**src/rtl/djs130_tto_pkg.sv**
```systemverilog
// Shared types and constants for the DJS130 TTO VRAM character writer.
package djs130_tto_pkg;

   typedef enum logic [2:0] {
      ST_IDLE,
      ST_DECODE,
      ST_WRITE,
      ST_CLEAR_LINE,
      ST_CLEAR_SCR,
      ST_FINISH
   } tto_state_e;

   localparam logic [6:0] CH_BS = 7'h08;
   localparam logic [6:0] CH_LF = 7'h0A;
   localparam logic [6:0] CH_FF = 7'h0C;
   localparam logic [6:0] CH_CR = 7'h0D;
   localparam logic [6:0] CH_SP = 7'h20;

   localparam logic [6:0] PRINT_LO = 7'h20;
   localparam logic [6:0] PRINT_HI = 7'h7E;

   // True for characters that produce a glyph write.
   function automatic logic is_print(input logic [6:0] ch);
      return (ch >= PRINT_LO) && (ch <= PRINT_HI);
   endfunction

endpackage

```
**src/rtl/djs130_tto_cursor.sv**
```systemverilog
// Cursor (col,row) and scroll offset counters for the TTO writer.
// scroll_o is a one-cycle pulse the cycle after an LF on the bottom row,
// telling the FSM that the new bottom row must be blanked.
module djs130_tto_cursor
   import djs130_tto_pkg::*;
#(
   parameter int COL_BITS = 7,
   parameter int ROW_BITS = 5,
   parameter int COLS     = 80,
   parameter int ROWS     = 25
) (
   input  logic                clk_24m,
   input  logic                rst_n,
   input  logic                col_inc_i,
   input  logic                col_zero_i,
   input  logic                col_dec_i,
   input  logic                lf_i,
   input  logic                home_i,
   input  logic                yoff_zero_i,
   output logic [COL_BITS-1:0] col_o,
   output logic [ROW_BITS-1:0] row_o,
   output logic [ROW_BITS-1:0] yoffset_o,
   output logic                at_last_col_o,
   output logic                at_last_row_o,
   output logic                scroll_o
);

   logic [COL_BITS-1:0] col_q, col_d;
   logic [ROW_BITS-1:0] row_q, row_d;
   logic [ROW_BITS-1:0] yoff_q, yoff_d;
   logic                scroll_q, scroll_d;

   // Compare in 32 bits so COLS/ROWS equal to the full ring size stay exact.
   assign at_last_col_o = (32'(col_q) == 32'(COLS - 1));
   assign at_last_row_o = (32'(row_q) == 32'(ROWS - 1));

   // Next cursor/offset: column ops are exclusive, LF may scroll, home wins.
   always_comb begin
      col_d    = col_q;
      row_d    = row_q;
      yoff_d   = yoff_q;
      scroll_d = 1'b0;
      if (col_zero_i)
         col_d = '0;
      else if (col_inc_i && !at_last_col_o)
         col_d = col_q + COL_BITS'(1);
      else if (col_dec_i && (col_q != '0))
         col_d = col_q - COL_BITS'(1);
      if (lf_i) begin
         if (at_last_row_o) begin
            yoff_d   = yoff_q + ROW_BITS'(1);
            scroll_d = 1'b1;
         end else begin
            row_d = row_q + ROW_BITS'(1);
         end
      end
      if (yoff_zero_i)
         yoff_d = '0;
      if (home_i) begin
         col_d = '0;
         row_d = '0;
      end
   end

   // Counter registers.
   always_ff @(posedge clk_24m or negedge rst_n) begin
      if (!rst_n) begin
         col_q    <= '0;
         row_q    <= '0;
         yoff_q   <= '0;
         scroll_q <= 1'b0;
      end else begin
         col_q    <= col_d;
         row_q    <= row_d;
         yoff_q   <= yoff_d;
         scroll_q <= scroll_d;
      end
   end

   assign col_o     = col_q;
   assign row_o     = row_q;
   assign yoffset_o = yoff_q;
   assign scroll_o  = scroll_q;

endmodule

```
**src/rtl/djs130_tto_vwriter.sv**
```systemverilog
// DJS130 teletype-output writer: device flags, control-code FSM and a
// registered VRAM write port producing {attr,char} words.
module djs130_tto_vwriter
   import djs130_tto_pkg::*;
#(
   parameter int         COL_BITS     = 7,
   parameter int         ROW_BITS     = 5,
   parameter int         COLS         = 80,
   parameter int         ROWS         = 25,
   parameter bit         AUTO_WRAP    = 1'b1,
   parameter logic [7:0] ATTR_DEFAULT = 8'h07
) (
   input  logic                         clk_24m,
   input  logic                         rst_n,
   input  logic                         i_dev_doa,
   input  logic                         i_dev_start,
   input  logic                         i_dev_clear,
   input  logic                         i_dev_mask,
   input  logic [15:0]                  i_dev_SR,
   output logic [1:0]                   o_dev_ZT,
   output logic                         o_dev_ZDQQ,
   output logic                         o_vram_we,
   output logic [COL_BITS+ROW_BITS-1:0] o_vram_addr,
   output logic [15:0]                  o_vram_wdata,
   output logic [ROW_BITS-1:0]          o_vram_yoffset,
   output logic [COL_BITS-1:0]          o_cur_col,
   output logic [ROW_BITS-1:0]          o_cur_row
);

   localparam logic [15:0]         BLANK    = {ATTR_DEFAULT, 1'b0, CH_SP};
   localparam logic [ROW_BITS-1:0] LAST_ROW = ROW_BITS'(ROWS - 1);

   tto_state_e state_q, state_d;
   logic       busy_q, busy_d, done_q, done_d;
   logic [6:0] pend_q, pend_d;   // most recent DOA character
   logic [6:0] cap_q, cap_d;     // character owned by the running operation
   logic       we_q, we_d;
   logic [COL_BITS+ROW_BITS-1:0] addr_q, addr_d;
   logic [15:0]                  wdata_q, wdata_d;
   logic [COL_BITS-1:0]          ccol_q, ccol_d;   // clear-sweep column
   logic [ROW_BITS-1:0]          crow_q, crow_d;   // clear-sweep row

   logic                col_inc, col_zero, col_dec, lf, home, yoff_zero;
   logic [COL_BITS-1:0] cur_col;
   logic [ROW_BITS-1:0] cur_row, yoff;
   logic                at_last_col, at_last_row, scroll;
   logic                ccol_last, crow_last;
   logic                unused_sr;

   assign unused_sr = ^i_dev_SR[15:7];
   assign ccol_last = (32'(ccol_q) == 32'(COLS - 1));
   assign crow_last = (32'(crow_q) == 32'(ROWS - 1));

   djs130_tto_cursor #(
      .COL_BITS(COL_BITS), .ROW_BITS(ROW_BITS), .COLS(COLS), .ROWS(ROWS)
   ) u_cursor (
      .clk_24m      (clk_24m),
      .rst_n        (rst_n),
      .col_inc_i    (col_inc),
      .col_zero_i   (col_zero),
      .col_dec_i    (col_dec),
      .lf_i         (lf),
      .home_i       (home),
      .yoff_zero_i  (yoff_zero),
      .col_o        (cur_col),
      .row_o        (cur_row),
      .yoffset_o    (yoff),
      .at_last_col_o(at_last_col),
      .at_last_row_o(at_last_row),
      .scroll_o     (scroll)
   );

   // FSM next state, device flags, cursor commands and VRAM write word.
   // A scroll is seen in FINISH (one cycle after the LF) and detours
   // through CLEAR_LINE before the operation completes.
   always_comb begin
      state_d   = state_q;
      busy_d    = busy_q;
      done_d    = done_q;
      pend_d    = i_dev_doa ? i_dev_SR[6:0] : pend_q;
      cap_d     = cap_q;
      we_d      = 1'b0;
      addr_d    = addr_q;
      wdata_d   = wdata_q;
      ccol_d    = ccol_q;
      crow_d    = crow_q;
      col_inc   = 1'b0;
      col_zero  = 1'b0;
      col_dec   = 1'b0;
      lf        = 1'b0;
      home      = 1'b0;
      yoff_zero = 1'b0;
      case (state_q)
         ST_IDLE: begin
            if (i_dev_start) begin
               busy_d  = 1'b1;
               done_d  = 1'b0;
               cap_d   = i_dev_doa ? i_dev_SR[6:0] : pend_q;
               state_d = ST_DECODE;
            end
         end
         ST_DECODE: begin
            state_d = ST_FINISH;
            if (is_print(cap_q)) begin
               state_d = ST_WRITE;
            end else begin
               case (cap_q)
                  CH_CR: col_zero = 1'b1;
                  CH_LF: lf       = 1'b1;
                  CH_BS: col_dec  = 1'b1;
                  CH_FF: begin
                     yoff_zero = 1'b1;
                     ccol_d    = '0;
                     crow_d    = '0;
                     state_d   = ST_CLEAR_SCR;
                  end
                  default: ;
               endcase
            end
         end
         ST_WRITE: begin
            we_d    = 1'b1;
            addr_d  = {cur_col, cur_row};
            wdata_d = {ATTR_DEFAULT, 1'b0, cap_q};
            state_d = ST_FINISH;
            if (!at_last_col) begin
               col_inc = 1'b1;
            end else if (AUTO_WRAP) begin
               col_zero = 1'b1;
               lf       = 1'b1;
            end
         end
         ST_CLEAR_LINE: begin
            we_d    = 1'b1;
            addr_d  = {ccol_q, LAST_ROW};
            wdata_d = BLANK;
            if (ccol_last)
               state_d = ST_FINISH;
            else
               ccol_d = ccol_q + COL_BITS'(1);
         end
         ST_CLEAR_SCR: begin
            we_d    = 1'b1;
            addr_d  = {ccol_q, crow_q};
            wdata_d = BLANK;
            if (ccol_last) begin
               ccol_d = '0;
               if (crow_last) begin
                  home    = 1'b1;
                  state_d = ST_FINISH;
               end else begin
                  crow_d = crow_q + ROW_BITS'(1);
               end
            end else begin
               ccol_d = ccol_q + COL_BITS'(1);
            end
         end
         ST_FINISH: begin
            if (scroll) begin
               ccol_d  = '0;
               state_d = ST_CLEAR_LINE;
            end else begin
               busy_d  = 1'b0;
               done_d  = 1'b1;
               state_d = ST_IDLE;
            end
         end
         default: state_d = ST_IDLE;
      endcase
      // Clear aborts everything; cursor and offset keep their values.
      if (i_dev_clear) begin
         state_d   = ST_IDLE;
         busy_d    = 1'b0;
         done_d    = 1'b0;
         we_d      = 1'b0;
         col_inc   = 1'b0;
         col_zero  = 1'b0;
         col_dec   = 1'b0;
         lf        = 1'b0;
         home      = 1'b0;
         yoff_zero = 1'b0;
      end
   end

   // State, flag and VRAM port registers.
   always_ff @(posedge clk_24m or negedge rst_n) begin
      if (!rst_n) begin
         state_q <= ST_IDLE;
         busy_q  <= 1'b0;
         done_q  <= 1'b0;
         pend_q  <= '0;
         cap_q   <= '0;
         we_q    <= 1'b0;
         addr_q  <= '0;
         wdata_q <= '0;
         ccol_q  <= '0;
         crow_q  <= '0;
      end else begin
         state_q <= state_d;
         busy_q  <= busy_d;
         done_q  <= done_d;
         pend_q  <= pend_d;
         cap_q   <= cap_d;
         we_q    <= we_d;
         addr_q  <= addr_d;
         wdata_q <= wdata_d;
         ccol_q  <= ccol_d;
         crow_q  <= crow_d;
      end
   end

   assign o_dev_ZT       = {done_q, busy_q};
   assign o_dev_ZDQQ     = done_q & ~i_dev_mask;
   assign o_vram_we      = we_q;
   assign o_vram_addr    = addr_q;
   assign o_vram_wdata   = wdata_q;
   assign o_vram_yoffset = yoff;
   assign o_cur_col      = cur_col;
   assign o_cur_row      = cur_row;

endmodule

```
**config.mk**
```make
export PLATFORM = sky130hd
export DESIGN_NAME = djs130_tto_vwriter
export DESIGN_NICKNAME = d
export VERILOG_FILES = /design/src/rtl/djs130_tto_pkg.sv /design/src/rtl/djs130_tto_cursor.sv /design/src/rtl/djs130_tto_vwriter.sv
export SDC_FILE = /design/constraint.sdc
export NUM_CORES = 1
export LEC_CHECK = 0
export CAP_MARGIN = 25
export CORE_MARGIN = 5
export CORE_UTILIZATION = 55
export DETAILED_ROUTE_END_ITERATION = 16
export HOLD_SLACK_MARGIN = 0.05
export PLACE_DENSITY = 0.84
export SYNTH_ARGS = -nofsm -noshare
export SYNTH_HDL_FRONTEND = slang
export SYNTH_HIERARCHICAL = 1
export SYNTH_SLANG_ARGS = --single-unit
```
**constraint.sdc**
```tcl
create_clock -name clk_24m -period 7.8 [get_ports clk_24m]
set_clock_uncertainty 0.15 [all_clocks]
set_input_delay 1.95 -clock clk_24m [delete_from_list [all_inputs] [get_ports clk_24m]]
set_output_delay 1.95 -clock clk_24m [all_outputs]
set_load 0.01 [all_outputs]
```
# [Word level (Yosys, flattened, before mapping)]
# Cells that the tools add are included.
# Widths: inputs -> output; s select.
[classes] eq_ne=25 order_cmp=2 mux=69 bitwise_logic=2 add_sub_neg=6 n_reduce_logical=24
[ops] cell="$mux 7" n=10
[ops] cell="$mux 5" n=10
[ops] cell="$pmux 12 s3" n=1
[ops] cell="$mux 1" n=33
[ops] cell="$pmux 16 s2" n=1
[ops] cell="$eq 7x4->1 const B" n=4
[ops] cell="$pmux 7 s4" n=1
[ops] cell="$mux 3" n=6
[ops] cell="$pmux 3 s6" n=1
[ops] cell="$add 5x1->5 const B" n=3
[ops] cell="$ne 3x3->1 const B" n=5
[ops] cell="$add 7x1->7 const B" n=2
[ops] cell="$eq 7x7->1 const B" n=2
[ops] cell="$ne 2x2->1 const B" n=6
[ops] cell="$eq 5x5->1 const B" n=2
[ops] cell="$pmux 5 s2" n=1
[ops] cell="$reduce_and 5->1" n=2
[ops] cell="$reduce_bool 2->1" n=5
[ops] cell="$pmux 1 s2" n=4
[ops] cell="$reduce_bool 4->1" n=2
[ops] cell="$ge 7x6->1 const B" n=1
[ops] cell="$le 7x7->1 const B" n=1
[ops] cell="$reduce_bool 7->1" n=1
[ops] cell="$sub 7x1->7 const B" n=1
[ops] cell="other kinds (16)" n=23
[word_totals] out_inout_bits=49 word_cells=142 inputBits=22 register_bits=78

# [Longest topological paths before layout]
[depth] word_depth=10 mapped_depth=13 ltp_nobuf=12

# [By module]
# Netlist, hierarchy kept.
[by_module_without_submodules] module="djs130_tto_vwriter" n_inst=1 cells_per_inst=270 area_each_um2=2661.3 seq_area_each_um2=1301.2
[by_module_without_submodules] module="djs130_tto_cursor" n_inst=1 cells_per_inst=111 area_each_um2=1142.3 seq_area_each_um2=450.4

# [Least setup slack after synthesis]
# No wires, ideal clock.
[synth_path] kind="input port to flip-flop" startpoint="in i_dev_clear" endpoint="reg u_cursor.col_q[6], in the netlist u_cursor/col_o[6]" path_slack_ns=3.319 setup_time_ns=0.129 arrival_time_ns=4.202 required_time_ns=7.521 cell_stages=11 path_cell_list="clkbuf_1 > nor3_1 > inv_1 > a41oi_4 > inv_1 > fa_1 > a211oi_1 > o21bai_1 > and2_1 > o311ai_1 > a21oi_1"
[synth_between] elab_chain_cells=5 word_cells_on_any_way=10 classes_between="mux: 7; reduce/logical: 3"
[synth_rtl] element="start: declaration" line="djs130_tto_vwriter.sv:17" source="input logic i_dev_clear,"
[synth_rtl] element="$mux 1 (*)" line="djs130_tto_vwriter.sv:171" source="if (i_dev_clear) begin"
[synth_rtl] element="net col_inc" line="djs130_tto_vwriter.sv:43" source="logic col_inc, col_zero, col_dec, lf, home, yoff_zero;"
[synth_rtl] element="$logic_and 1x1->1 (*)" line="djs130_tto_cursor.sv:45" source="else if (col_inc_i && !at_last_col_o)"
[synth_rtl] element="$mux 7" line="djs130_tto_cursor.sv:45"
[synth_rtl] element="$mux 7" line="djs130_tto_cursor.sv:43" source="if (col_zero_i)"
[synth_rtl] element="$mux 7" line="djs130_tto_cursor.sv:59" source="if (home_i) begin"
[synth_rtl] element="end signal: assignment" line="djs130_tto_cursor.sv:73" source="col_q <= col_d;"
[synth_rtl] element="end: declaration" line="djs130_tto_cursor.sv:28" source="logic [COL_BITS-1:0] col_q, col_d;"
# Mark *: on every way through the listed nets, which the timed path passes. The rest lies on a longest branch.
# A chain may end at the register's enable or synchronous reset.

# [Final worst setup path]
[layout_path] startpoint="in i_dev_mask" endpoint="out o_dev_ZDQQ"
[layout_between] elab_chain_cells=2
[layout_rtl] element="start: declaration" line="djs130_tto_vwriter.sv:18" source="input logic i_dev_mask,"
[layout_rtl] element="$not 1->1" line="djs130_tto_vwriter.sv:213" source="assign o_dev_ZDQQ = done_q & ~i_dev_mask;"
[layout_rtl] element="$and 1x1->1" line="djs130_tto_vwriter.sv:213"
[layout_rtl] element="end: declaration" line="djs130_tto_vwriter.sv:21" source="output logic o_dev_ZDQQ,"
# No other way between the ends.

==> results.json <==
{
  "path_cells": "clkdlybuf4s50_1 -> nor2b_1 -> clkdlybuf4s50_1",
  "maxSlewViolCount": 0,
  "vias_per_cell": 5.998,
  "cts_made_buffers": 9,
  "crit_path_top_delay_cell": "clkdlybuf4s50_1",
  "drv_cap": 0,
  "start_util_pct": 56.30,
  "ys_warn_count": 6,
  "antenna_found_initial": 0,
  "fp.dieW_um": 93.16,
  "root_buffer": "clkbuf_8",
  "yosys.area.top_type": "dfrtp_1",
  "p_per_area_nw_per_um2": 331.7,
  "die-area_um2": 8679,
  "io_pins": 71,
  "synth_edf_count": 0,
  "dpl_cell_area_um2": 4310,
  "ir_worst_vdd_v": 0.0002193,
  "endpoint_kind": "primary output",
  "fin_nets": 463,
  "h-tree-depth": 3,
  "ys_types": 65,
  "clk_pin_slew_worst_paths_ns": 0.07,
  "area_growth_pct": 18.65,
  "synth_flop_cell": "dfrtp_1",
  "fin_crit_ns": 5.078,
  "via_count": 3083,
  "grt_setup_unrepaired": "false",
  "drt_iter0_markers": 173,
  "drcViolationCount": 0,
  "die_y_um": 93.16,
  "synth.area.top_cells": "dfrtp_1, nor2_1, mux2_2",
  "cts_tree": "built",
  "cpMostUsedCell": "clkdlybuf4s50_1",
  "ctsLongestPathBuffers": 2,
  "drive_gt1_share_pct": 10.14,
  "grt-ovfl-total": 0,
  "insertion_delay_ns": 0.35,
  "grt_pass1_wl_um": 14300,
  "grt_pass1_vias": 2998,
  "hold_viol": 0,
  "outcome": "finished clean",
  "finalSetupViolations": 0,
  "p_comb_share_pct": 40.7,
  "core_um2": 6756,
  "p_sw_share_pct": 38.79,
  "gp_congestion": 0.8242,
  "finalWirelength_um": 8565,
  "p_seq_share_pct": 39.6,
  "fmax_mhz": 196.9,
  "post-route-cell-area_um2": 4513,
  "ys_seq_area_share_pct": 46.05,
  "yosys_register_bits": 70,
  "cts_sinks": 70,
  "synth_top_cell_area_share_pct": 46.05,
  "fin_tns_setup_ns": 0,
  "hold_class": "flop to flop",
  "critPathMaxFanout": 1,
  "ff2ff_setup_slack_ns": 3.91,
  "wl_per_cell_um": 16.66,
  "grt_max_degree": 71,
  "switchingPower_w": 0.0005807,
  "synth_area_per_cell_um2": 9.983,
  "async_flop_share_pct": 100.0,
  "hold_buffers": 0,
  "netlist_area_um2": 3804,
  "n_antenna_cell": 0,
  "cp_data_arrival_time_ns": 2.98,
  "first_pass_iters": 4,
  "rows": 30,
  "synth_cells": 381,
  "postRouteAntennaNets": 0,
  "cts_setup_buffers": 0,
  "dp_hpwl_um": 6055,
  "cp-start-kind": "primary input",
  "p_int_w": 0.0009162,
  "clock_power_share_pct": 19.6,
  "cpPeakStageDelay_ns": 0.53,
  "period_share_pct": 65.10,
  "leakage_nw": 1.945,
  "io_buffers": 55,
  "worst_pin_slew_ns": 0.8746,
  "cp.required_ns": 5.70,
  "slew_headroom_pct": 41.69,
  "cts_resized": 0,
  "grtUsageTotal_pct": 20.68,
  "crit_type": "primary input to primary output"
}
[Yosys cell counts (all sizes together) (4+ instances only)]
| master | count |
|---|---|
| a21oi | 15 |
| a221oi | 4 |
| a22o | 10 |
| and2 | 4 |
| buf | 16 |
| clkbuf | 9 |
| dfrtp | 70 |
| ha | 11 |
| inv | 18 |
| mux2 | 13 |
| mux2i | 5 |
| nand2 | 25 |
| nand2b | 5 |
| nand3 | 12 |
| nand4 | 6 |
| nor2 | 43 |
| nor2b | 4 |
| nor3 | 7 |
| o21ai | 18 |
| o22ai | 11 |
| o31ai | 5 |
| or3 | 4 |
| xor2 | 9 |
[power groups by stage]
stage	clock [W]	combinational, W	sequential [W]
final	0.000294	0.000610	0.000593
after floorplan	0	0.000389	0.000574
after global routing	0.000313	0.000666	0.000609
after global placement	0	0.000581	0.000593
after detailed placement	0	0.000607	0.000598
after CTS	0.000299	0.000610	0.000592
[per-stage QoR]
stage          hold slack, ns  setup slack, ns  cells  util (%)  power (W)
3_5_place_dp           0.3390            2.479    497     63.80   0.001205
5_1_grt                0.3749            2.594    514     66.80   0.001588
2_1_floorplan          0.3181            3.319    386         -  0.0009636
6_report               0.3541            2.722    514     66.80   0.001497
4_1_cts                0.3569            2.718    513     66.72   0.001501
3_3_place_gp           0.3303            2.559    497     63.80   0.001174
[cell type report]
cell class / count / area [um2]
clock inverters: 7 / 73.82
inverters: 19 / 71.32
repair buffers: 57 / 558.0
well taps: 80 / 100.1
clock buffers: 9 / 123.9
flip-flops and latches: 70 / 1752
multi-input cells: 272 / 1834
fillers: 536 / 2243
[layer usage]
| metal | vias to the layer above | GRT usage (%) | share of wire (%) |
|---|---|---|---|
| li1 | 1474 | - | - |
| met1 | 1496 | 27.22 | 45 |
| met2 | 97 | 33.05 | 48 |
| met3 | 16 | 4.907 | 5.1 |
| met4 | 0 | 8.059 | 2.4 |
| met5 | - | 0 | 0 |
[state kept, by name, summed over array words and instances, names as in the netlist]
register / flops
cap_q: 7
state_q: 3
crow_q: 5
o_vram_wdata: 8
ccol_q: 7
o_vram_addr: 12
u_cursor/row_o: 5
pend_q: 7
u_cursor/scroll_o: 1
busy_q: 1
u_cursor/col_o: 7
u_cursor/yoffset_o: 5
o_vram_we: 1
done_q: 1
[kinds of logic after synthesis]
logic type	synth area share, %
other	0.09859
flip-flops	46.05
AND/OR/NAND/NOR	18.06
XOR/XNOR	2.763
multiplexers	5.165
buffers and inverters	6.217
AO/OA/AOI/OAI	17.50
adder cells (fa/ha/maj)	4.145
[critical path, delay by kind of cell]
kind	cells	cell delay, ns
buffers and inverters	2	0.93
AND/OR/NAND/NOR	1	0.10
[final timing paths]
path	start	end	cells after the start
min in group asynchronous	rst_n	o_vram_addr[4]	2
max in group asynchronous	rst_n	o_vram_addr[7]	2
worst min-delay path	pend_q[0]	pend_q[0]	1
worst max-delay path	i_dev_mask	o_dev_ZDQQ	3
worst max register to register	state_q[2]	u_cursor/col_o[6]	12
worst min register to register	pend_q[0]	pend_q[0]	1
[layout by cell type, fill, tap and decap left out, types with 10 or more instances in the layout]
| cell | instances |
|---|---|
| a21oi_1 | 15 |
| a22o_1 | 10 |
| clkdlybuf4s50_1 | 54 |
| dfrtp_1 | 70 |
| ha_1 | 11 |
| inv_1 | 18 |
| mux2_2 | 13 |
| nand2_1 | 25 |
| nand3_1 | 12 |
| nor2_1 | 43 |
| o21ai_0 | 16 |
| o22ai_1 | 11 |
(Power assumes the default switching activity.)
